--- src/rtl/snake_segment_engine.sv ---
// snake_segment_engine: grid-aligned multi-segment snake body with
// wrap-around moves, growth, self-collision scan and pixel hit query.
module snake_segment_engine #(
  parameter int MAX_LEN  = 16,
  parameter int INIT_LEN = 3,
  parameter int SEG_SIZE = 8,
  parameter int X_CELLS  = 80,
  parameter int Y_CELLS  = 60,
  parameter int START_X  = 320,
  parameter int START_Y  = 240
) (
  input  logic                         Clk,
  input  logic                         Reset_n,
  input  logic                         frame_tick,
  input  logic                         pause,
  input  logic                         grow,
  input  logic [7:0]                   keycode,
  input  logic [9:0]                   DrawX,
  input  logic [9:0]                   DrawY,
  output logic                         hit,
  output logic                         head_hit,
  output logic [9:0]                   head_x,
  output logic [9:0]                   head_y,
  output logic [$clog2(MAX_LEN+1)-1:0] length,
  output logic                         busy,
  output logic                         alive
);

  localparam int LW = $clog2(MAX_LEN + 1);
  localparam int IW = $clog2(MAX_LEN);

  localparam logic [9:0] STEP  = 10'(SEG_SIZE);
  localparam logic [9:0] X_MAX = 10'((X_CELLS - 1) * SEG_SIZE);
  localparam logic [9:0] Y_MAX = 10'((Y_CELLS - 1) * SEG_SIZE);

  // Opposite directions differ only in bit 0.
  localparam logic [1:0] D_UP    = 2'd0;
  localparam logic [1:0] D_DOWN  = 2'd1;
  localparam logic [1:0] D_LEFT  = 2'd2;
  localparam logic [1:0] D_RIGHT = 2'd3;

  typedef enum logic [1:0] {
    S_IDLE,
    S_CHECK,
    S_DEAD
  } state_e;

  state_e        state_q, state_d;
  logic [9:0]    seg_x_q [MAX_LEN];
  logic [9:0]    seg_x_d [MAX_LEN];
  logic [9:0]    seg_y_q [MAX_LEN];
  logic [9:0]    seg_y_d [MAX_LEN];
  logic [LW-1:0] len_q, len_d;
  logic [LW-1:0] idx_q, idx_d;
  logic [1:0]    dir_q, dir_d;
  logic [1:0]    pdir_q, pdir_d;
  logic          tick_pend_q, tick_pend_d;
  logic          grow_pend_q, grow_pend_d;
  logic          alive_q, alive_d;
  logic          hit_q, hit_d;
  logic          head_hit_q, head_hit_d;

  logic          key_vld;
  logic [1:0]    key_dir;
  logic [9:0]    nxt_x, nxt_y;
  logic [IW-1:0] idx_sel;
  logic          scan_match;
  logic          can_grow;
  logic          tick_ok;
  logic [MAX_LEN-1:0] in_seg;
  logic [MAX_LEN-1:0] act;

  assign idx_sel  = idx_q[IW-1:0];
  assign can_grow = len_q < LW'(MAX_LEN);
  assign tick_ok  = frame_tick & ~pause;

  assign scan_match = (idx_q < len_q)
                    && (seg_x_q[idx_sel] == seg_x_q[0])
                    && (seg_y_q[idx_sel] == seg_y_q[0]);

  // Keycode to direction decode; unknown codes are not valid.
  always_comb begin
    key_vld = 1'b1;
    key_dir = D_RIGHT;
    unique case (1'b1)
      keycode == 8'h1A: key_dir = D_UP;
      keycode == 8'h16: key_dir = D_DOWN;
      keycode == 8'h04: key_dir = D_LEFT;
      keycode == 8'h07: key_dir = D_RIGHT;
      default:          key_vld = 1'b0;
    endcase
  end

  // Next head position with wrap at the grid edges.
  always_comb begin
    nxt_x = seg_x_q[0];
    nxt_y = seg_y_q[0];
    unique case (pdir_q)
      D_UP:
        nxt_y = (seg_y_q[0] == '0) ? Y_MAX
                                   : seg_y_q[0] - STEP;
      D_DOWN:
        nxt_y = (seg_y_q[0] == Y_MAX) ? '0
                                      : seg_y_q[0] + STEP;
      D_LEFT:
        nxt_x = (seg_x_q[0] == '0) ? X_MAX
                                   : seg_x_q[0] - STEP;
      D_RIGHT:
        nxt_x = (seg_x_q[0] == X_MAX) ? '0
                                      : seg_x_q[0] + STEP;
    endcase
  end

  // Move / scan / death control and body update.
  always_comb begin
    state_d     = state_q;
    seg_x_d     = seg_x_q;
    seg_y_d     = seg_y_q;
    len_d       = len_q;
    idx_d       = idx_q;
    dir_d       = dir_q;
    pdir_d      = pdir_q;
    tick_pend_d = tick_pend_q;
    grow_pend_d = grow_pend_q;
    alive_d     = alive_q;

    if (state_q != S_DEAD && key_vld
        && key_dir != (dir_q ^ 2'b01))
      pdir_d = key_dir;

    unique case (state_q)
      S_IDLE: begin
        if (tick_ok | tick_pend_q) begin
          dir_d = pdir_q;
          for (int i = 1; i < MAX_LEN; i++) begin
            seg_x_d[i] = seg_x_q[i-1];
            seg_y_d[i] = seg_y_q[i-1];
          end
          seg_x_d[0] = nxt_x;
          seg_y_d[0] = nxt_y;
          if ((grow | grow_pend_q) & can_grow)
            len_d = len_q + LW'(1);
          grow_pend_d = 1'b0;
          tick_pend_d = 1'b0;
          idx_d       = LW'(1);
          state_d     = S_CHECK;
        end else if (grow & can_grow) begin
          grow_pend_d = 1'b1;
        end
      end
      S_CHECK: begin
        if (tick_ok)
          tick_pend_d = 1'b1;
        if (grow & can_grow)
          grow_pend_d = 1'b1;
        if (scan_match) begin
          alive_d = 1'b0;
          state_d = S_DEAD;
        end else if (idx_q >= len_q - LW'(1)) begin
          state_d = S_IDLE;
        end else begin
          idx_d = idx_q + LW'(1);
        end
      end
      default: ;
    endcase
  end

  // Per-pixel containment against every active segment.
  always_comb begin
    in_seg = '0;
    act    = '0;
    for (int j = 0; j < MAX_LEN; j++) begin
      in_seg[j] = ({1'b0, DrawX} >= {1'b0, seg_x_q[j]})
               && ({1'b0, DrawX} < {1'b0, seg_x_q[j]} + 11'(SEG_SIZE))
               && ({1'b0, DrawY} >= {1'b0, seg_y_q[j]})
               && ({1'b0, DrawY} < {1'b0, seg_y_q[j]} + 11'(SEG_SIZE));
      act[j]    = LW'(j) < len_q;
    end
    hit_d      = |(in_seg & act);
    head_hit_d = in_seg[0];
  end

  // State registers with asynchronous reset to the start body.
  always_ff @(posedge Clk or negedge Reset_n) begin
    if (!Reset_n) begin
      state_q     <= S_IDLE;
      for (int i = 0; i < MAX_LEN; i++) begin
        seg_x_q[i] <= 10'(START_X - i * SEG_SIZE);
        seg_y_q[i] <= 10'(START_Y);
      end
      len_q       <= LW'(INIT_LEN);
      idx_q       <= LW'(1);
      dir_q       <= D_RIGHT;
      pdir_q      <= D_RIGHT;
      tick_pend_q <= 1'b0;
      grow_pend_q <= 1'b0;
      alive_q     <= 1'b1;
      hit_q       <= 1'b0;
      head_hit_q  <= 1'b0;
    end else begin
      state_q     <= state_d;
      seg_x_q     <= seg_x_d;
      seg_y_q     <= seg_y_d;
      len_q       <= len_d;
      idx_q       <= idx_d;
      dir_q       <= dir_d;
      pdir_q      <= pdir_d;
      tick_pend_q <= tick_pend_d;
      grow_pend_q <= grow_pend_d;
      alive_q     <= alive_d;
      hit_q       <= hit_d;
      head_hit_q  <= head_hit_d;
    end
  end

  assign hit      = hit_q;
  assign head_hit = head_hit_q;
  assign head_x   = seg_x_q[0];
  assign head_y   = seg_y_q[0];
  assign length   = len_q;
  assign busy     = (state_q == S_CHECK);
  assign alive    = alive_q;

endmodule

--- config.mk ---
export PLATFORM = sky130hd
export DESIGN_NAME = snake_segment_engine
export DESIGN_NICKNAME = d
export VERILOG_FILES = /design/src/rtl/snake_segment_engine.sv
export SDC_FILE = /design/constraint.sdc
export NUM_CORES = 1
export LEC_CHECK = 0
export CAP_MARGIN = 10
export CELL_PAD_IN_SITES_DETAIL_PLACEMENT = 1
export CELL_PAD_IN_SITES_GLOBAL_PLACEMENT = 2
export CORE_UTILIZATION = 30
export DETAILED_ROUTE_END_ITERATION = 8
export PLACE_DENSITY = 0.7
export SYNTH_ARGS = -nofsm -noshare
export SYNTH_HDL_FRONTEND = slang
export SYNTH_SLANG_ARGS = --single-unit
--- constraint.sdc ---
create_clock -name Clk -period 3.2 [get_ports Clk]
set_input_delay 0.64 -clock Clk [delete_from_list [all_inputs] [get_ports Clk]]
set_output_delay 0.64 -clock Clk [all_outputs]
set_load 0.01 [all_outputs]
; Word-level counts from Yosys, hierarchy flattened
; Cells that the tools add are included.
[totals]
reg_bits = 341
in_bits = 33
[op_classes]
n_lt_le_gt_ge = 84
addsub = 39
n_eq_ne = 19
mux = 28
reduce_logical = 69
bitwise = 9
[ops]
columns = op, n
row1 = $add A10 B4 Y11 const B, 32
row2 = $lt A10 B11 Y1, 32
row3 = $ge A10 B10 Y1, 32
row4 = $bmux W10 S4, 2
row5 = $mux W10, 8
row6 = $logic_and A1 B1 Y1, 52
row7 = $lt A4 B5 Y1 const A, 8
row8 = $pmux W10 S2, 2
row9 = $add A10 B4 Y10 const B, 2
row10 = $eq A10 B10 Y1, 2
row11 = $logic_not A10 Y1, 2
row12 = $lt A3 B5 Y1 const A, 4
row13 = $sub A10 B4 Y10 const B, 2
row14 = $and A16 B16 Y16, 1
row15 = $eq A8 B3 Y1 const B, 2
row16 = $eq A8 B5 Y1 const B, 2
row17 = $reduce_or A16 Y1, 1
row18 = $mux W5, 3
row19 = $reduce_and A3 Y1, 5
row20 = $add A5 B1 Y5 const B, 2
row21 = $eq A10 B10 Y1 const B, 1
row22 = $eq A10 B9 Y1 const B, 1
row23 = $lt A1 B5 Y1 const A, 2
row24 = $lt A2 B5 Y1 const A, 2
row25 = 26 further kinds, 46

; Longest topological paths before layout
[depth]
depth_word = 9
depth_mapped = 16
mapped_depth_nobuf = 14

; Least setup slack after synthesis
; OpenSTA, ideal clock, no wires.
[synth_path]
kind = reg2reg
start = register idx_q[1]
end = register idx_q[1]
path_slack_ns = 0.066
arrival_time_ns = 3.013
t_required_ns = 3.079
path_stages_with_launch = 10
period_less_slack_ns = 3.134
n_path_buf = 1
path_cell_list = dfrtp_1 buf_6 mux4_1 mux4_2 xnor2_1 or4b_1 nor4_4 nand2_4 and2_4 a22o_1
[synth_via]
elab_chain_len = 9
[synth_lines]
columns = element, line_no
row1 = "start, declared", 54  ; logic [LW-1:0] idx_q, idx_d;
row2 = "start signal, assigned", 206  ; idx_q <= idx_d;
row3 = $not A4 Y5 (not written as such), "78, 79"
row4 = $bmux W10 S4, 78  ; && (seg_x_q[idx_sel] == seg_x_q[0])
row5 = $mux W10 (not written as such) (2 in series), 78
row6 = $eq A10 B10 Y1, 78
row7 = $logic_and A1 B1 Y1, 78
row8 = $logic_and A1 B1 Y1, 79  ; && (seg_y_q[idx_sel] == seg_y_q[0]);
row9 = $ne A2 B2 Y1 (no line), -
row10 = $reduce_and A4 Y1 (no line), -
; Parallel ways exist; a longest one is shown, timed or not. The select of a mux whose other input is x is not followed.
; A chain may end at the register's enable or synchronous reset.

; Final worst setup path
[layout_path]
start = register idx_q[0]
end = register idx_q[1]
; The elaborated chain is that of the path after synthesis.

==> impl_metrics.toml <==
[status]
status = "finished with violations"
violations = "design-rule violations, negative setup slack"

[logic_synthesis]
yosysUniqueCellTypes = 76
synth_edf_count = 0
synth_top_family_by_area = "adder cells"
yosys-top-cells-count = "496 x ha_1, 334 x o21ai_0, 305 x nand2_1, 269 x inv_1, 189 x xnor2_1"
yosysWarnings = 0
synth_area_um2 = 24490
synth_fa_ha_area_share_pct = 25.34
synthTopCellsByArea = "ha_1 25%, dfstp_2 13%, dfrtp_1 13%"
synth_compound_area_share_pct = 16.94
syn_area_per_cell_um2 = 8.884
synthFlopType = "dfrtp_1"
synthCells = 2757
synthMuxAreaShare_pct = 6.058
synth_seq_cells = 245
synthSimpleGateAreaFrac_pct = 12.68
yosys.cell_count.top_type = "ha_1"
async_reset_ff_share_pct = 100.0
synth-seq-area-share_pct = 25.64
synth_top_area_share_pct = 25.34
yosys.area.top_type = "ha_1"
synth_xor_area_share_pct = 6.794

[detailed_routing]
drtPass1Iterations = 7
route.detailed.drc = 6
totalWireLength_um = 91450
vias = 21680
via_per_inst = 5.351
postRouteAntennaNets = 0
first_iter_violations = 1209
wire_per_inst_um = 22.57

[sta]
whs_ns = 0.08708
finalHoldViolCount = 0
fin_crit_ns = 3.423
report.final.setup_viol = 8
worst_pin_slew_ns = 0.7789
rsz0062_at_grt = "yes"
final.period_utilization_pct = 107.0
slew_headroom_pct = 47.52
drv_slew = 0
fin_ws_ns = -0.2230
fin_setup_tns_ns = -1.054
fin_worst_skew_ns = 0.01906
fmax_mhz = 292.1

[final_layout]
antenna_cells = 0
final_cell_area_um2 = 29110
layout.nets = 3491
area_growth_pct = 18.83
drive_gt1_share_pct = 16.01
fillers = 9434

[global_routing]
antenna_found_initial = 0
grt_pass1_wl_um = 141800
grt_max_degree = 118
grt_usage_pct = 22.15
grt_overflow_total = 0
first_global_vias = 23220

[job]
drv_cap = 0

[pwr]
p_per_area_nw_per_um2 = 930.2
power_w = 0.02708
max-vdd-ir-drop_mv = 0.3929
p_leak_nw = 12.27

[cts]
root_buffer = "clkbuf_16"
clk_pin_slew_worst_paths_ns = 0.06
cts_tree = "done"
cts-buffers-inserted = 38
clock-sinks = 245
clk_latency_ns = 0.56
clock_path_buffers = 3
holdBufCountCts = 0
htree_levels = 2

[floorplanning]
die_w_um = 287.7
rows = 104
io_pins = 62
die_area_um2 = 82790
core-area_um2 = 80680
die_h_um = 287.7
initial_core_util_pct = 30.36

[placement]
place_area_um2 = 27440
gp_congestion = 0.9062
post-place-ws_ns = -0.3577
portBuffers = 49
hpwl_um = 71040

[setup_path]
cp_max_fo = 5
worst-setup-path-type = "register to register"
cp.arrival_ns = 3.88
required_ns = 3.65
end_kind = "register"
start_kind = "register"

[worst_hold_path]
hold_class = "primary input to async pin"
-- state kept, by name, indices dropped and copies added, names as in the netlist, 2 cells and up --
| name | count |
|---|---|
| pdir_q | 2 |
| state_q | 2 |
| seg_y_q | 105 |
| seg_x_q | 105 |
| head_x | 7 |
| head_y | 7 |
| idx_q | 5 |
| length | 5 |
| dir_q | 2 |
-- cells by family after synthesis --
kind of cell / count (synthesis)
AOI/OAI and AO/OA: 697
xor gates and xnor gates: 190
adders and majority gates: 496
buffers and inverters: 377
DFF: 245
muxes: 83
other: 1
and+or+nand+nor: 668
-- cell usage in the layout, fill, tap and decap left out, types with 6 or more instances in the layout --
cell type / n
a211oi_1: 31
a21o_1: 29
a21oi_1: 134
a22oi_1: 18
a31oi_1: 7
and3_1: 31
buf_12: 22
buf_2: 14
buf_4: 184
bufinv_16: 7
clkbuf_1: 10
clkbuf_16: 41
clkdlybuf4s50_1: 34
clkinv_1: 6
clkinv_2: 6
conb_1: 6
dfrtp_1: 122
dfstp_2: 119
ha_1: 496
inv_1: 269
mux2i_1: 32
mux4_2: 45
nand2_1: 302
nand2b_1: 44
nand3_1: 118
nand4_1: 12
nor2_1: 60
nor2b_1: 16
nor3_1: 42
nor4_1: 13
o2111ai_1: 17
o211ai_1: 19
o21a_1: 38
o21ai_0: 333
o32ai_1: 12
or3_1: 7
xnor2_1: 185
-- worst max-delay path: stages, from the launching register on --
cell	delay (ns)
dfstp_4	0.66
buf_8	0.15
buf_6	0.12
mux4_2	0.55
mux4_2	0.51
xnor2_2	0.14
buf_4	0.15
nand2_4	0.05
a2111oi_4	0.17
and4b_2	0.32
nand2_4	0.09
and2_4	0.16
a22o_1	0.22
-- final cells by class --
class	count	area (µm²)	area share [%]
Multi-Input combinational cell	2140	16760	57.57
Sequential cell	245	6289	21.61
Tap cell	1060	1326	4.557
Clock buffer	56	1132	3.890
Timing Repair Buffer	261	2318	7.965
Inverter	276	1036	3.559
Clock inverter	14	247.7	0.8511
-- per-layer routing --
| metal | GRT usage (%) | wire length (µm) |
|---|---|---|
| met4 | 6.561 | 2818 |
| met3 | 2.029 | 2976 |
| met1 | 29.60 | 42400 |
| met5 | 0 | 0 |
| met2 | 37.66 | 43250 |
-- power by group --
part / switching (W) / leakage (nW) / internal (W)
logic: 0.00856 / 8.72 / 0.00683
registers: 0.00215 / 2.88 / 0.00480
clock network: 0.00172 / 0.676 / 0.00301
-- repair_timing --
item	in CTS	in global routing
setup buffers	6	9
setup endpoints to repair	9	9
gates cloned	0	0
resized for setup	7	27
pin swaps	2	8
-- path summary, 6_finish.rpt --
check / slack, ns / depth (start not counted) / start / end
worst min-delay path: 0.09 / 1 / Reset_n / seg_y_q[129]
worst max-delay path: -0.22 / 12 / idx_q[0] / idx_q[1]
max in group asynchronous: 2.26 / 2 / Reset_n / seg_y_q[74]
worst min register to register: 0.47 / 2 / dir_q[0] / dir_q[0]
min in group Clk: 0.47 / 2 / dir_q[0] / dir_q[0]
worst max register to register: -0.22 / 12 / idx_q[0] / idx_q[1]
-- stage by stage --
stage	utilization [%]	instances
3_3_place_gp	34.01	3967
2_1_floorplan	-	2762
6_report	36.08	4052
5_1_grt	36.08	4052
4_1_cts	35.84	4043
3_5_place_dp	34.01	3967
(Power assumes the default switching activity.)
